--- src/rtl/uart_encoder.sv ---
// uart_encoder: FIFO-buffered UART transmitter producing 8N1/8E1/8O1 frames with 1 or 2 stop bits.
module uart_encoder #(
  parameter int CLKS_PER_BIT = 434,
  parameter int FIFO_DEPTH   = 16,
  parameter int PARITY       = 0,
  parameter int STOP_BITS    = 1
) (
  input  logic                         clk,
  input  logic                         rst_n,
  input  logic [7:0]                   data_i,
  input  logic                         valid_i,
  output logic                         ready_o,
  output logic                         uart_tx_o,
  output logic                         busy_o,
  output logic                         frame_done_o,
  output logic [$clog2(FIFO_DEPTH):0]  fifo_count_o
);
  localparam int AW = $clog2(FIFO_DEPTH);
  localparam int BW = $clog2(CLKS_PER_BIT) + 1;
  localparam logic [2:0] IDLE = 3'd0, START = 3'd1, DATA = 3'd2, PAR_BIT = 3'd3, STOP = 3'd4;
  logic [2:0]    state;
  logic [7:0]    mem [FIFO_DEPTH];
  logic [AW-1:0] wr_ptr, rd_ptr;
  logic [BW-1:0] baud;
  logic [2:0]    bit_idx;
  logic          stop_idx;
  logic [7:0]    shift;
  logic          push, pop, bit_end, last_stop, par_bit;
  always_comb begin
    bit_end   = baud == BW'(CLKS_PER_BIT - 1);
    last_stop = state == STOP && bit_end && stop_idx == 1'(STOP_BITS - 1);
    push      = valid_i && ready_o;
    pop       = fifo_count_o != '0 && (state == IDLE || last_stop);
    par_bit   = PARITY == 1 ? ~^shift : ^shift;
  end
  assign ready_o      = fifo_count_o != (AW+1)'(FIFO_DEPTH);
  assign busy_o       = state != IDLE;
  assign frame_done_o = last_stop;
  always_ff @(posedge clk)
    if (push) mem[wr_ptr] <= data_i;
  always_ff @(posedge clk) begin
    if (!rst_n) begin
      state        <= IDLE;
      uart_tx_o    <= 1'b1;
      wr_ptr       <= '0;
      rd_ptr       <= '0;
      fifo_count_o <= '0;
      baud         <= '0;
      bit_idx      <= '0;
      stop_idx     <= 1'b0;
      shift        <= '0;
    end else begin
      if (push) wr_ptr <= wr_ptr + 1'b1;
      if (pop) rd_ptr <= rd_ptr + 1'b1;
      if (push && !pop) fifo_count_o <= fifo_count_o + 1'b1;
      else if (pop && !push) fifo_count_o <= fifo_count_o - 1'b1;
      baud <= (state == IDLE || bit_end) ? '0 : baud + 1'b1;
      // a pop also covers the back-to-back case at the end of the last stop bit
      if (pop) begin
        shift     <= mem[rd_ptr];
        bit_idx   <= '0;
        state     <= START;
        uart_tx_o <= 1'b0;
      end else if (state != IDLE && bit_end) begin
        case (state)
          START: begin
            state     <= DATA;
            uart_tx_o <= shift[0];
          end
          DATA: begin
            if (bit_idx == 3'd7) begin
              state     <= PARITY != 0 ? PAR_BIT : STOP;
              uart_tx_o <= PARITY != 0 ? par_bit : 1'b1;
              stop_idx  <= 1'b0;
            end else begin
              bit_idx   <= bit_idx + 3'd1;
              uart_tx_o <= shift[bit_idx + 3'd1];
            end
          end
          PAR_BIT: begin
            state     <= STOP;
            uart_tx_o <= 1'b1;
            stop_idx  <= 1'b0;
          end
          STOP: begin
            if (last_stop) begin
              state     <= IDLE;
              uart_tx_o <= 1'b1;
            end else stop_idx <= 1'b1;
          end
          default: begin
            state     <= IDLE;
            uart_tx_o <= 1'b1;
          end
        endcase
      end
    end
  end
endmodule

--- config.mk ---
export PLATFORM = sky130hd
export DESIGN_NAME = uart_encoder
export DESIGN_NICKNAME = d
export VERILOG_FILES = /design/src/rtl/uart_encoder.sv
export SDC_FILE = /design/constraint.sdc
export NUM_CORES = 1
export LEC_CHECK = 0
export ABC_AREA = 1
export CAP_MARGIN = 20
export CORE_MARGIN = 5
export CORE_UTILIZATION = 30
export DETAILED_ROUTE_END_ITERATION = 7
export PLACE_DENSITY = 0.53
export SLEW_MARGIN = 20
export SYNTH_ARGS = -nofsm -noshare
export SYNTH_HDL_FRONTEND = slang
export SYNTH_SLANG_ARGS = --single-unit
--- constraint.sdc ---
create_clock -name clk -period 2.2 [get_ports clk]
set_input_delay 0.44 -clock clk [delete_from_list [all_inputs] [get_ports clk]]
set_output_delay 0.44 -clock clk [all_outputs]
set_load 0.005 [all_outputs]
# Yosys cells after proc, flatten, opt, wreduce, memory -nomap -nowiden
# Memory sizes are Yosys's and may differ from the RTL's. A register that Yosys moved wholly into a read port is not among the register bits.
# Cells that the tools add are included.
# Widths: inputs -> output; s select.
dict set report word_totals {
  ff_bits 31
  ramBits 128
  input_bits 11
  output_inout_bits 9
  wordCells 77
  mem_count 1
}
dict set report classes {
  add_sub_neg 6
  order_cmp 1
  eq_ne 12
  n_mux 19
  bitwise_logic 4
  reduce_logical 25
}
# memory depth width rd rd_clocked_by_memory_dff wr line
set memory_table {}
lappend memory_table {mem 16 8 1 1 1 22} ;# logic [7:0] mem [FIFO_DEPTH];
# op n
set ops {}
lappend ops {{$pmux 3 s4} 1}
lappend ops {{$mux 1} 11}
lappend ops {{$add 10x1->10 const B} 1}
lappend ops {{$eq 10x9->1 const B} 1}
lappend ops {{$mux 5} 2}
lappend ops {{$reduce_and 3->1} 3}
lappend ops {{$add 4x1->4 const B} 2}
lappend ops {{$logic_and 1x1->1} 7}
lappend ops {{$eq 3x2->1 const B} 2}
lappend ops {{$eq 3x3->1 const B} 2}
lappend ops {{$mux 3} 2}
lappend ops {{$ne 2x2->1 const B} 3}
lappend ops {{$ne 3x3->1 const B} 2}
lappend ops {{$pmux 1 s3} 2}
lappend ops {{$reduce_bool 3->1} 2}
lappend ops {{$add 5x1->5 const B} 1}
lappend ops {{$ne 5x5->1 const B} 1}
lappend ops {{$reduce_and 5->1} 1}
lappend ops {{$reduce_bool 5->1} 1}
lappend ops {{$sub 5x1->5 const B} 1}
lappend ops {{$lt 3x4->1 const B} 1}
lappend ops {{$not 1->1} 4}
lappend ops {{$reduce_bool 2->1} 2}
lappend ops {{$reduce_or 2->1} 2}
lappend ops {{7 further kinds} 10}

# Depth between registers and ports, before layout
dict set report logic_depth {
  depth_word 8
  depth_mapped 17
  depth_no_buf 16
}

# Worst setup path before layout
# OpenSTA, ideal clock, no wires.
dict set report synth_path {
  kind {flip-flop to flip-flop}
  start {reg baud[0]}
  end {reg fifo_count_o[4]}
  setup_time_ns 0.071
  arrival_ns 2.238
  t_required_ns 2.129
  slack_ns -0.108
  stages_incl_launch_ff 17
  n_path_buf 1
  period_less_slack_ns 2.308
  cell_sequence {dfxtp_1 -> ha_1 -> nand3_1 -> inv_1 -> nand3_2 -> nand2_4 -> nand2_4 -> buf_4 -> ha_1 -> inv_1 -> ha_1 -> nand2_1 -> nand2_1 -> a21oi_1 -> xor2_1 -> nand2_1 -> a21oi_1}
}
dict set report synth_via {
  elab_chain_cells 8
  word_cells_on_any_way 10
  classes_between {eq/ne: 1; mux: 1; reduce/logical: 8}
}
# element line
set synth_lines {}
lappend synth_lines {{start, declared} 24} ;# logic [BW-1:0] baud;
lappend synth_lines {{start signal, assigned} 57} ;# baud <= (state == IDLE || bit_end) ? '0 : baud + 1'b1;
lappend synth_lines {{$eq 10x9->1 (*)} 30} ;# bit_end = baud == BW'(CLKS_PER_BIT - 1);
lappend synth_lines {{$logic_and 1x1->1 (*) (2 in series)} 31} ;# last_stop = state == STOP && bit_end && stop_idx == 1'(STOP_BITS - 1);
lappend synth_lines {{$logic_or 1x1->1 (*)} 33} ;# pop = fifo_count_o != '0 && (state == IDLE || last_stop);
lappend synth_lines {{$logic_and 1x1->1 (*)} 33}
lappend synth_lines {{$logic_not 1->1} 55} ;# if (push && !pop) fifo_count_o <= fifo_count_o + 1'b1;
lappend synth_lines {{$logic_and 1x1->1} 55}
lappend synth_lines {{$mux 5 / $reduce_bool 2->1 (equally long branches)} -}
lappend synth_lines {{end signal, assigned} 55}
lappend synth_lines {{end signal, assigned} 56} ;# else if (pop && !push) fifo_count_o <= fifo_count_o - 1'b1;
lappend synth_lines {{end, declared} 16} ;# output logic [$clog2(FIFO_DEPTH):0] fifo_count_o
# Every way passes the cells marked *; elsewhere a longest branch is shown, timed or not.
# A chain may end at the register's enable or synchronous reset.

# Worst setup path after layout
dict set report layout_path {
  start {reg baud[1]}
  end {reg fifo_count_o[4]}
}
# The elaborated chain is that of the path after synthesis.

==> results list <==
* Unique masters post-synth: 33
- For the worst setup path, the data arrival time is 2.40 ns.
* Max Clock Skew: 0.0124 ns
- Final total power: 9520 uW
- Avg Synthesized Cell Area: 9.90 um^2
- Internal power comes to 6280 uW.
- Number of failing hold endpoints at the final stage: 0
* Total of warnings raised by yosys: 0
- The critical path contains buffers and inverters numbering 3 combined.
- Flops & latches, synth: 167
- The number of hold buffers added after CTS was 0.
- Maximum capacitance violations: 0
- For the worst setup path, the data required time is 2.49 ns.
- For the pin with the worst max-slew slack, the measured transition is 0.662 ns.
- CTS buffer count: 17
- The die covers 27400 um^2.
- Measured in cells, the most critical reg-to-reg path has a length of 16.
* Skew-Pair Late Insertion Delay: 0.43 ns
- Summing all placed instances gives a cell area of 8060 um^2.
* Reg clk slew, reported paths: 0.06 ns
* R2r endpoint: fifo_count_o[4]
- The core region is 23600 um^2.
- Chip width: 165 um
- 20 I/O pins were placed.
* Max-Slew Margin vs Limit: 55.8%
- Worst setup timing slack at the placement stage: -0.0715 ns
- Number of antenna violations at the first check in global routing: 0
- CTS saw 167 sinks.
- Worst setup path class: register to register
- CTS root buf: sky130_fd_sc_hd__clkbuf_16
* DR vias/cell: 4.48
- Post-route cell area: 8680 um^2
- Final nets: 815
- Summing the sequential cell areas from Yosys gives 63.8% of the chip area.
- Worst setup path startpoint: baud[1]
* Fraction of layout cells with a size suffix above 1: 13.2%
* Synthesized area: 7250 um^2
- The kind of cell with the highest combined delay along the critical path is adder cells.
- Hold Path End: baud[0]
- The H-tree was split into 4 levels.
- For flop-to-flop paths, the worst setup slack is 0.09 ns.
* Final WS setup: 0.0919 ns
* Type of the most critical hold path: register to register
- Counting instances, the worst hold path has a depth of 1.
* Maximum count of clock buffers along a single path: 2
* Start point of the worst min-delay path: baud[0]
- WL final: 16300 um
- Initial standard-cell utilization of the core: 30.7%
- Fill cell instance count of the final layout: 2408
* Switching Share: 34.0%
* Status: finished clean
- Total nets after synthesis: 758
* Number of detailed-route iterations in the first pass: 4
- In this run the vertical extent of the chip is 165 um.
* Largest net degree at the start of global routing: 41
- For this design, the slowest cell found on the critical path is sky130_fd_sc_hd__fa_2.
- TritonCTS built the clock tree.
* Port Buffers: 19
- Leading cell types in the layout, fill and taps excluded: sky130_fd_sc_hd__nor2_1 (175), sky130_fd_sc_hd__edfxtp_1 (128), sky130_fd_sc_hd__nand2_1 (109), sky130_fd_sc_hd__nand3_1 (66), sky130_fd_sc_hd__o21ai_0 (55)
- Count of final setup violators: 0
- The final number of max-transition violations came to 0.
- Combinational share of power: 32.2%
- After the first detailed-routing iteration, the DRC count stood at 334.
- In this run the worst path has a maximum fanout of 3.
* DP HPWL: 10900 um
* R2r startpoint: baud[1]
- Remaining global-route overflow: 0
- The smallest clock period supported by the final layout is computed as 2.11 ns.
- Sw Pwr: 3230 uW
- The number of antenna diodes in the final layout is 0.
* ANT nets after route: 0
* Critical path, cell by cell: inv_1 -> ha_2 -> nand3_2 -> inv_2 -> nand3_4 -> nand2_4 -> nand2_4 -> ha_4 -> fa_2 -> inv_1 -> nand2_1 -> nand2_1 -> a21oi_2 -> xor2_1 -> nand2_1 -> a21oi_1
* Routed via count: 5025
- CP startpoint kind: register
- The worst setup path is captured at a register.
* Global-route wire length before repair: 26100 um
- Peak supply drop: 618 uV
- Final weighted congestion of routability-driven global placement: 0.795
* DRC viols: 0
- Clock power frac: 28.9%
- From synthesis to final layout, the design area changed by 19.7%.
- Slowest stage delay, CP: 0.39 ns
- Crit-path most repeated cell: sky130_fd_sc_hd__nand2_1
- In the global route stage, overall resource usage came out at 12.5%.
- Leaving out fill and tap cells, the most frequent cell in the layout is sky130_fd_sc_hd__nor2_1.
- In this run the core area contains 56 standard-cell rows.
- For this design the ratio of total power to cell area is 1100 nW/um^2.
* Average wire per cell in the routed design: 14.5 um
* Static leakage: 0.00320 uW
- The via count of the first global-routing pass was 4895.
- After layout, the worst path uses 95.8% of the clock period.
* Gate count after technology mapping: 732
- For this run, the top clock speed supported by timing is 474 MHz.
- Reg power frac: 38.9%
==> cells by family after synthesis <==
group | after synthesis | synth area share (%)
fa+ha+maj | 15 | 2.69
xor+xnor | 9 | 1.09
compound gates | 87 | 6.20
simple gates | 375 | 21.6
buf+inv | 79 | 4.61
flops | 167 | 63.8
==> synthesized netlist by cell type <==
cell type	number	area, um^2
sky130_fd_sc_hd__fa_1	1	20.0
sky130_fd_sc_hd__nand2_2	1	6.26
sky130_fd_sc_hd__o21ai_1	7	35.0
sky130_fd_sc_hd__inv_1	45	169
sky130_fd_sc_hd__nor3_1	7	35.0
sky130_fd_sc_hd__nor2_1	176	661
sky130_fd_sc_hd__clkbuf_1	13	48.8
sky130_fd_sc_hd__a21oi_1	18	90.1
sky130_fd_sc_hd__nor3_2	1	10.0
sky130_fd_sc_hd__a31oi_1	2	12.5
sky130_fd_sc_hd__o21ai_0	56	280
sky130_fd_sc_hd__buf_4	5	37.5
sky130_fd_sc_hd__clkinv_1	1	3.75
sky130_fd_sc_hd__o21bai_1	1	7.51
sky130_fd_sc_hd__nand4_1	2	12.5
sky130_fd_sc_hd__nand2_1	109	409
sky130_fd_sc_hd__dfxtp_1	39	781
sky130_fd_sc_hd__nor3b_1	3	22.5
sky130_fd_sc_hd__a41oi_1	1	8.76
sky130_fd_sc_hd__nor2_2	4	25.0
sky130_fd_sc_hd__edfxtp_1	128	3840
sky130_fd_sc_hd__o211ai_1	2	15.0
sky130_fd_sc_hd__nand3_1	67	335
sky130_fd_sc_hd__ha_1	14	175
sky130_fd_sc_hd__inv_2	3	11.3
sky130_fd_sc_hd__buf_2	9	45.0
sky130_fd_sc_hd__and3_1	1	6.26
sky130_fd_sc_hd__xnor2_1	2	17.5
sky130_fd_sc_hd__buf_1	2	7.51
sky130_fd_sc_hd__nand2_4	2	22.5
sky130_fd_sc_hd__buf_6	1	11.3
sky130_fd_sc_hd__nand3_2	2	20.0
sky130_fd_sc_hd__xor2_1	7	61.3
==> how the worst max path moves through the flow <==
stage	to	cells past startpoint
after floorplan	fifo_count_o[4]	17
after global placement	fifo_count_o[4]	12
after detailed placement	fifo_count_o[4]	12
after CTS	fifo_count_o[4]	17
after global routing	fifo_count_o[4]	16
final	fifo_count_o[4]	16
==> through the flow <==
step / util [%] / setup TNS [ns] / cells / hold WS, ns
2_1_floorplan: - / 0 / 732 / 0.411
3_3_place_gp: 34.1 / -0.0217 / 1087 / 0.423
3_5_place_dp: 34.1 / -0.0918 / 1087 / 0.431
4_1_cts: 36.6 / 0 / 1121 / 0.439
5_1_grt: 36.7 / -0.0183 / 1121 / 0.460
6_report: 36.7 / 0 / 1121 / 0.439
==> power groups by stage <==
| stage | clock, uW | sequential, uW | combinational, uW |
|---|---|---|---|
| 2_1_floorplan | 0 | 3750 | 2070 |
| 3_3_place_gp | 0 | 3770 | 2990 |
| 3_5_place_dp | 0 | 3770 | 3000 |
| 4_1_cts | 2830 | 3700 | 3050 |
| 5_1_grt | 2970 | 3730 | 3500 |
| 6_report | 2750 | 3700 | 3060 |
==> final cells by class <==
| type | instances | area [um^2] | share of cell area, % |
|---|---|---|---|
| sequential | 167 | 4630 | 53.4 |
| multi-input combinational | 486 | 2350 | 27.1 |
| timing repair buffer | 68 | 557 | 6.42 |
| clock buffer | 21 | 440 | 5.08 |
| tap | 319 | 399 | 4.60 |
| inverter | 49 | 189 | 2.18 |
| clock inverter | 11 | 101 | 1.17 |
==> registers in the layout, summed over array words and instances (netlist names) <==
signal        cells
shift             8
wr_ptr            4
stop_idx          1
state             3
uart_tx_o         1
baud             10
mem             128
bit_idx           3
fifo_count_o      5
rd_ptr            4
==> what timing repair did <==
action	4_1_cts	5_1_grt
setup endpoints to repair	2	4
hold endpoints to repair	0	0
pin swaps	4	7
resized for setup	10	9
setup buffers	2	1
==> per-layer routing <==
layer	global-route usage, %	part of all wire, %	vias up
met3	2.38	2.9	22
met1	16.1	46	2367
li1	-	-	2567
met2	21.0	50	69
met5	0	0	-
met4	4.69	1.9	0
==> worst register-to-register path: stages (launching register included) <==
cell                      delay, ns
sky130_fd_sc_hd__dfxtp_2       0.32
sky130_fd_sc_hd__inv_1         0.05
sky130_fd_sc_hd__ha_2          0.16
sky130_fd_sc_hd__nand3_2       0.08
sky130_fd_sc_hd__inv_2         0.09
sky130_fd_sc_hd__nand3_4       0.09
sky130_fd_sc_hd__nand2_4       0.08
sky130_fd_sc_hd__nand2_4       0.05
sky130_fd_sc_hd__ha_4          0.18
sky130_fd_sc_hd__fa_2          0.39
sky130_fd_sc_hd__inv_1         0.06
sky130_fd_sc_hd__nand2_1       0.05
sky130_fd_sc_hd__nand2_1       0.08
sky130_fd_sc_hd__a21oi_2       0.07
sky130_fd_sc_hd__xor2_1        0.14
sky130_fd_sc_hd__nand2_1       0.06
sky130_fd_sc_hd__a21oi_1       0.05
Note: power is estimated with default switching activity, not from simulation.
==> patch 1: new RTL, same flow settings <==
Set the parameter `CLKS_PER_BIT` to 108 (it was 434).
--- a/src/rtl/uart_encoder.sv
+++ b/src/rtl/uart_encoder.sv
@@ -1,6 +1,6 @@
 // uart_encoder: FIFO-buffered UART transmitter producing 8N1/8E1/8O1 frames with 1 or 2 stop bits.
 module uart_encoder #(
-  parameter int CLKS_PER_BIT = 434,
+  parameter int CLKS_PER_BIT = 108,
   parameter int FIFO_DEPTH   = 16,
   parameter int PARITY       = 0,
   parameter int STOP_BITS    = 1
Behaviour: no difference found for any inputs over 10 cycles, from zero or initial values and one cycle with rst_n low; that may be too few to reach the edited logic, so the function may still have changed.
==> patch 1 against the unedited design <==
  * Cell area increased by 3.1%
  * Wire length increased by 4.4%
  * Synthesized area increased by 3.2%
  * Power increased by 1.9%
  * Core utilization decreased by 0.18 points
  * Global-route usage decreased by 0.27 points
  * Sequential cell count decreased by 2
  * Setup slack improved by 0.011 ns
  * Register-to-register slack improved by 0.03 ns
==> patch 1: results (changes against the unedited design) <==
Finish
  • Final #Nets: 888 (+9.0%)
  • Antenna diode count: 0 (unchanged)
  • Layout cells sized above 1: 0.1323 (about the same)
  • Largest registers in the final layout: mem x128, baud x8, shift x8

Placement
  • DP Cell Count: 1162 (+6.9%)
  • Standard cell area after detailed placement: 8264 sq um (+2.6%)
  • Detailed placer's ending HPWL: 10870 um (about the same)
  • Final estimated routing congestion in global placement: 0.7969 (+0.25%)

Global routing
  • Number of global-route vias before repair: 4826 (-1.4%)
  • Number of antenna violations at the first check in global routing: 0 (unchanged)
  • Maximum number of pins on one net before global-route repair: 66 (+61%)
  • Global-route wire length before repair: 27020 um (+3.6%)
  • GRT Overall Usage: 0.1224 (-0.002720)

Logic synthesis
  • Top cells by area, synth: sky130_fd_sc_hd__edfxtp_1 51%, sky130_fd_sc_hd__nand2_1 12%, sky130_fd_sc_hd__dfxtp_1 9.9%, sky130_fd_sc_hd__nand3_1 7.8%, sky130_fd_sc_hd__inv_1 6.7%
  • Most instantiated flip-flop cell in the synthesis netlist: sky130_fd_sc_hd__edfxtp_1
  • Unique cell type count in the Yosys netlist: 28 (-15%)
  • Net Count, Synth: 833 (+9.9%)
  • Synthesized netlist cell count: 809 (+11%)
  • Most instantiated cells after synthesis: 231 x sky130_fd_sc_hd__nand2_1, 134 x sky130_fd_sc_hd__inv_1, 128 x sky130_fd_sc_hd__edfxtp_1, 117 x sky130_fd_sc_hd__nand3_1, 56 x sky130_fd_sc_hd__nor2_1
  • Async set or reset register ratio after synthesis: 0 (unchanged)
  • Register area share after synthesis: 0.6132 (-0.02490)

Worst setup path
  • Cell depth of the worst flop-to-flop path: 15 (-1)
  • Crit Path Max Fanout: 5 (+2)
  • Data arrival time at the worst-slack endpoint: 1.66 ns (-0.74 ns)

Clocking
  • CTS buffer count: 17 (unchanged)
  • H-tree depth: 4 (unchanged)
  • Register clock-pin slew on the reported worst setup and hold paths: 0.07 ns

Timing
  • Worst-Margin Slew: 0.6729 ns (+0.01142 ns)
  • Post-route clock skew: 0.007626 ns (-0.004772 ns)

Run status
  • Outcome: finished, final reports clean

Drt
  • Post-Route WL: 17030 um (+4.4%)
  • First drt pass iteration count: 5 (+1)
  • DR iter-0 viols: 326 (-2.4%)
  • Wire length per cell: 14.18 um (-2.5%)
  • Number of vias after detailed routing: 5193 (+3.3%)

Worst hold path
  • Depth of the worst hold-timing path: 2 (+1)

Power and ir drop
  • IR Drop Worst-Case VDD: 0.6153 mV (-0.49%)
  • Pleak: 3.793 nW (+19%)
  • Sw Share: 0.3601 (+0.02038)
patch 1: path summary, 6_finish.rpt:
| path | startpoint | end | slack, ns |
|---|---|---|---|
| worst min-delay path | bit_idx[1]$_SDFFE_PP0P_ | bit_idx[1]$_SDFFE_PP0P_ | 0.47 |
| worst min register to register | bit_idx[1]$_SDFFE_PP0P_ | bit_idx[1]$_SDFFE_PP0P_ | 0.47 |
| worst max-delay path | state[2]$_SDFFE_PP0P_ | busy_o | 0.10 |
| worst max register to register | baud[1]$_SDFF_PP0_ | fifo_count_o[4]$_SDFFE_PN0P_ | 0.12 |
patch 1: cell families after synthesis:
logic type,after synthesis,synth area share
simple gates,427,0.2449
compound gates,26,0.01741
xor+xnor,10,0.01171
fa+ha+maj,13,0.02276
buf+inv,168,0.09004
flops,165,0.6132
patch 1: worst max-delay path, cell delays in order, from the launching register on:
cell	delay, ns
sky130_fd_sc_hd__dfxtp_2	0.37
sky130_fd_sc_hd__inv_1	0.07
sky130_fd_sc_hd__nand2_1	0.14
sky130_fd_sc_hd__buf_4	0.16
sky130_fd_sc_hd__clkdlybuf4s50_1	0.50
patch 1: routing by layer:
layer | part of all wire | vias to the layer above | track usage
met3 | 0.035 | 20 | 0.02462
li1 | - | 2686 | -
met2 | 0.48 | 81 | 0.1986
met1 | 0.47 | 2406 | 0.1659
met5 | 0 | - | 0
met4 | 0.017 | 0 | 0.03776
patch 1: timing repair:
action / CTS / global route
gates resized for setup: 5 / 17
cloned: 0 / 0
hold buffers: 0 / 0
pin swaps: 1 / 15
buffers inserted: 2 / 5
endpoints found under the setup margin: 2 / 3
patch 1: final cells by class:
| class | instances | area (sq um) |
|---|---|---|
| fillers | 2457 | 15520 |
| flip-flops and latches | 165 | 4594 |
| multi-input cells | 476 | 2298 |
| repair buffers | 65 | 559.3 |
| inverters | 139 | 525.5 |
| clock buffers | 17 | 425.4 |
| well taps | 324 | 405.4 |
| clock inverters | 15 | 135.1 |
patch 1: per-stage QoR:
stage | setup slack [ns] | TNS, ns
2_1_floorplan | 0.008660 | 0
3_3_place_gp | -0.07029 | -0.08434
3_5_place_dp | -0.08339 | -0.08602
4_1_cts | 0.04704 | 0
5_1_grt | -0.01988 | -0.01988
6_report | 0.1025 | 0
patch 1: power groups by stage:
stage / clock network (mW) / registers (mW) / logic (mW)
global placement: 0 / 3.72 / 3.11
CTS: 2.93 / 3.65 / 3.14
global route: 3.05 / 3.68 / 3.60
detailed placement: 0 / 3.72 / 3.11
finish: 2.87 / 3.66 / 3.17
floorplan: 0 / 3.72 / 2.11
==> patch 2: new RTL, config.mk and constraints unchanged <==
Made on the original files. Put one more register stage on the output `fifo_count_o`, with the module's reset. The value now appears one clock later. The other outputs are not delayed to match.
--- a/src/rtl/uart_encoder.sv
+++ b/src/rtl/uart_encoder.sv
@@ -18,6 +18,8 @@
   localparam int AW = $clog2(FIFO_DEPTH);
   localparam int BW = $clog2(CLKS_PER_BIT) + 1;
   localparam logic [2:0] IDLE = 3'd0, START = 3'd1, DATA = 3'd2, PAR_BIT = 3'd3, STOP = 3'd4;
+
+  logic [$clog2(FIFO_DEPTH):0] fifo_count_s0;
   logic [2:0]    state;
   logic [7:0]    mem [FIFO_DEPTH];
   logic [AW-1:0] wr_ptr, rd_ptr;
@@ -30,10 +32,10 @@
     bit_end   = baud == BW'(CLKS_PER_BIT - 1);
     last_stop = state == STOP && bit_end && stop_idx == 1'(STOP_BITS - 1);
     push      = valid_i && ready_o;
-    pop       = fifo_count_o != '0 && (state == IDLE || last_stop);
+    pop       = fifo_count_s0 != '0 && (state == IDLE || last_stop);
     par_bit   = PARITY == 1 ? ~^shift : ^shift;
   end
-  assign ready_o      = fifo_count_o != (AW+1)'(FIFO_DEPTH);
+  assign ready_o      = fifo_count_s0 != (AW+1)'(FIFO_DEPTH);
   assign busy_o       = state != IDLE;
   assign frame_done_o = last_stop;
   always_ff @(posedge clk)
@@ -44,7 +46,7 @@
       uart_tx_o    <= 1'b1;
       wr_ptr       <= '0;
       rd_ptr       <= '0;
-      fifo_count_o <= '0;
+      fifo_count_s0 <= '0;
       baud         <= '0;
       bit_idx      <= '0;
       stop_idx     <= 1'b0;
@@ -52,8 +54,8 @@
     end else begin
       if (push) wr_ptr <= wr_ptr + 1'b1;
       if (pop) rd_ptr <= rd_ptr + 1'b1;
-      if (push && !pop) fifo_count_o <= fifo_count_o + 1'b1;
-      else if (pop && !push) fifo_count_o <= fifo_count_o - 1'b1;
+      if (push && !pop) fifo_count_s0 <= fifo_count_s0 + 1'b1;
+      else if (pop && !push) fifo_count_s0 <= fifo_count_s0 - 1'b1;
       baud <= (state == IDLE || bit_end) ? '0 : baud + 1'b1;
       // a pop also covers the back-to-back case at the end of the last stop bit
       if (pop) begin
@@ -96,5 +98,13 @@
       end
     end
   end
+  always_ff @(posedge clk) begin
+    if (!rst_n) begin
+      fifo_count_o <= '0;
+    end else begin
+      fifo_count_o <= fifo_count_s0;
+    end
+  end
+
 endmodule
 
Behaviour: not the same (a bounded check fails within 4 cycles, from zero or initial values and one cycle with rst_n low).
==> patch 2 against the unedited design <==
  * Wire length increased by 4.0%
  * Sequential cell count up 5
  * Synthesized area is 1.9% higher
  * Combinational power grew 9.5%
  * Setup slack lost 0.0084 ns
  * Power grew 6.1%
  * Synthesized cell count stayed put
  * Cell area up 1.8%
  * Critical path type unchanged
  * Critical endpoint is now fifo_count_s0[4]$_SDFFE_PN0P_
==> patch 2: results (changes against the unedited design) <==
Run status
  • Outcome: finished, final reports clean

Placement
  • Standard cell area after detailed placement: 8200 sq um (+1.8%)
  • Post-placement setup slack: -0.09045 ns (-0.01896 ns)

Clocking
  • Cells resized by post-CTS repair: 5 (-5)
  • Postcts setup bufs: 0 (-2)

Global routing
  • Maximum number of pins on one net before global-route repair: 49 (+20%)
  • GRT Overall Usage: 0.1250 (-0.0001268)
  • Global-route wire length before repair: 27460 um (+5.3%)

Drt
  • Post-Route WL: 16960 um (+4.0%)
  • Via/cell ratio: 4.521 (+0.85%)
  • DR iter-0 viols: 385 (+15%)
  • First drt pass iteration count: 5 (+1)

Worst setup path
  • Data arrival time at the worst-slack endpoint: 2.42 ns (+0.02 ns)
  • Max stage delay on crit path: 0.35 ns (-0.04 ns)
  • Worst setup path endpoint: fifo_count_s0[4]$_SDFFE_PN0P_
  • Cell depth of the worst flop-to-flop path: 14 (-2)

Power and ir drop
  • Sw Share: 0.3664 (+0.02663)
  • Combinational Power Share: 0.332 (+0.010)
  • Sequential power: 3.85 mW (+4%)
  • Net Sw Power: 3.700 mW (+14%)
  • IR Drop Worst-Case VDD: 0.5317 mV (-14%)

Finish
  • Fraction of area in non-clock buffers: 0.06022 (-0.003953)
  • Clk tree area frac: 0.06419 (+0.001746)
  • Inverters excl. clock: 52 (+6.1%)
  • Fill count: 2485 (+3.2%)
  • Layout cells sized above 1: 0.1407 (+0.008534)
  • Total area of multi-input combinational cells: 2395 sq um (+1.7%)
  • Count of multi-input combinational gates: 478 (-1.6%)

Timing
  • Post-route clock skew: 0.01451 ns (+0.002109 ns)
  • Fmax: 472.5 MHz (-0.39%)
  • Worst hold slack: 0.4524 ns (+0.01310 ns)
  • Worst-Margin Slew: 0.7206 ns (+0.05904 ns)

Logic synthesis
  • Top cells by area, synth: sky130_fd_sc_hd__edfxtp_1 52%, sky130_fd_sc_hd__dfxtp_1 12%, sky130_fd_sc_hd__nor2_1 9.3%, sky130_fd_sc_hd__o21ai_0 4.9%, sky130_fd_sc_hd__nand3_1 4.8%
  • Most instantiated cells after synthesis: 183 x sky130_fd_sc_hd__nor2_1, 128 x sky130_fd_sc_hd__edfxtp_1, 72 x sky130_fd_sc_hd__o21ai_0, 71 x sky130_fd_sc_hd__nand2_1, 71 x sky130_fd_sc_hd__nand3_1
  • Register area share after synthesis: 0.6397 (+0.001553)
  • Unique cell type count in the Yosys netlist: 34 (+3.0%)
  • Share of Yosys cell area claimed by the top area cell type: 0.5204 (-0.009973)
## patch 2: logic make-up (layout without fill, tap and decap cells)
| logic type | after synthesis | in the layout | synth area share |
|---|---|---|---|
| buf+inv | 82 | 146 | 0.04676 |
| simple gates | 355 | 355 | 0.2077 |
| fa+ha+maj | 15 | 15 | 0.02643 |
| flops | 172 | 172 | 0.6397 |
| xor+xnor | 10 | 10 | 0.01186 |
| compound gates | 98 | 98 | 0.06759 |
## patch 2: per-layer routing
| metal | part of all wire | global-route usage | vias up |
|---|---|---|---|
| met4 | 0.0094 | 0.03202 | 0 |
| met2 | 0.46 | 0.1969 | 64 |
| li1 | - | - | 2575 |
| met1 | 0.50 | 0.1739 | 2414 |
| met5 | 0 | 0 | - |
| met3 | 0.034 | 0.03034 | 10 |
## patch 2: metrics by stage
stage	instances	setup TNS, ns
global placement	1086	-0.04727
finish	1120	0
detailed placement	1086	-0.1031
floorplan	732	0
CTS	1117	0
global route	1120	-0.05717
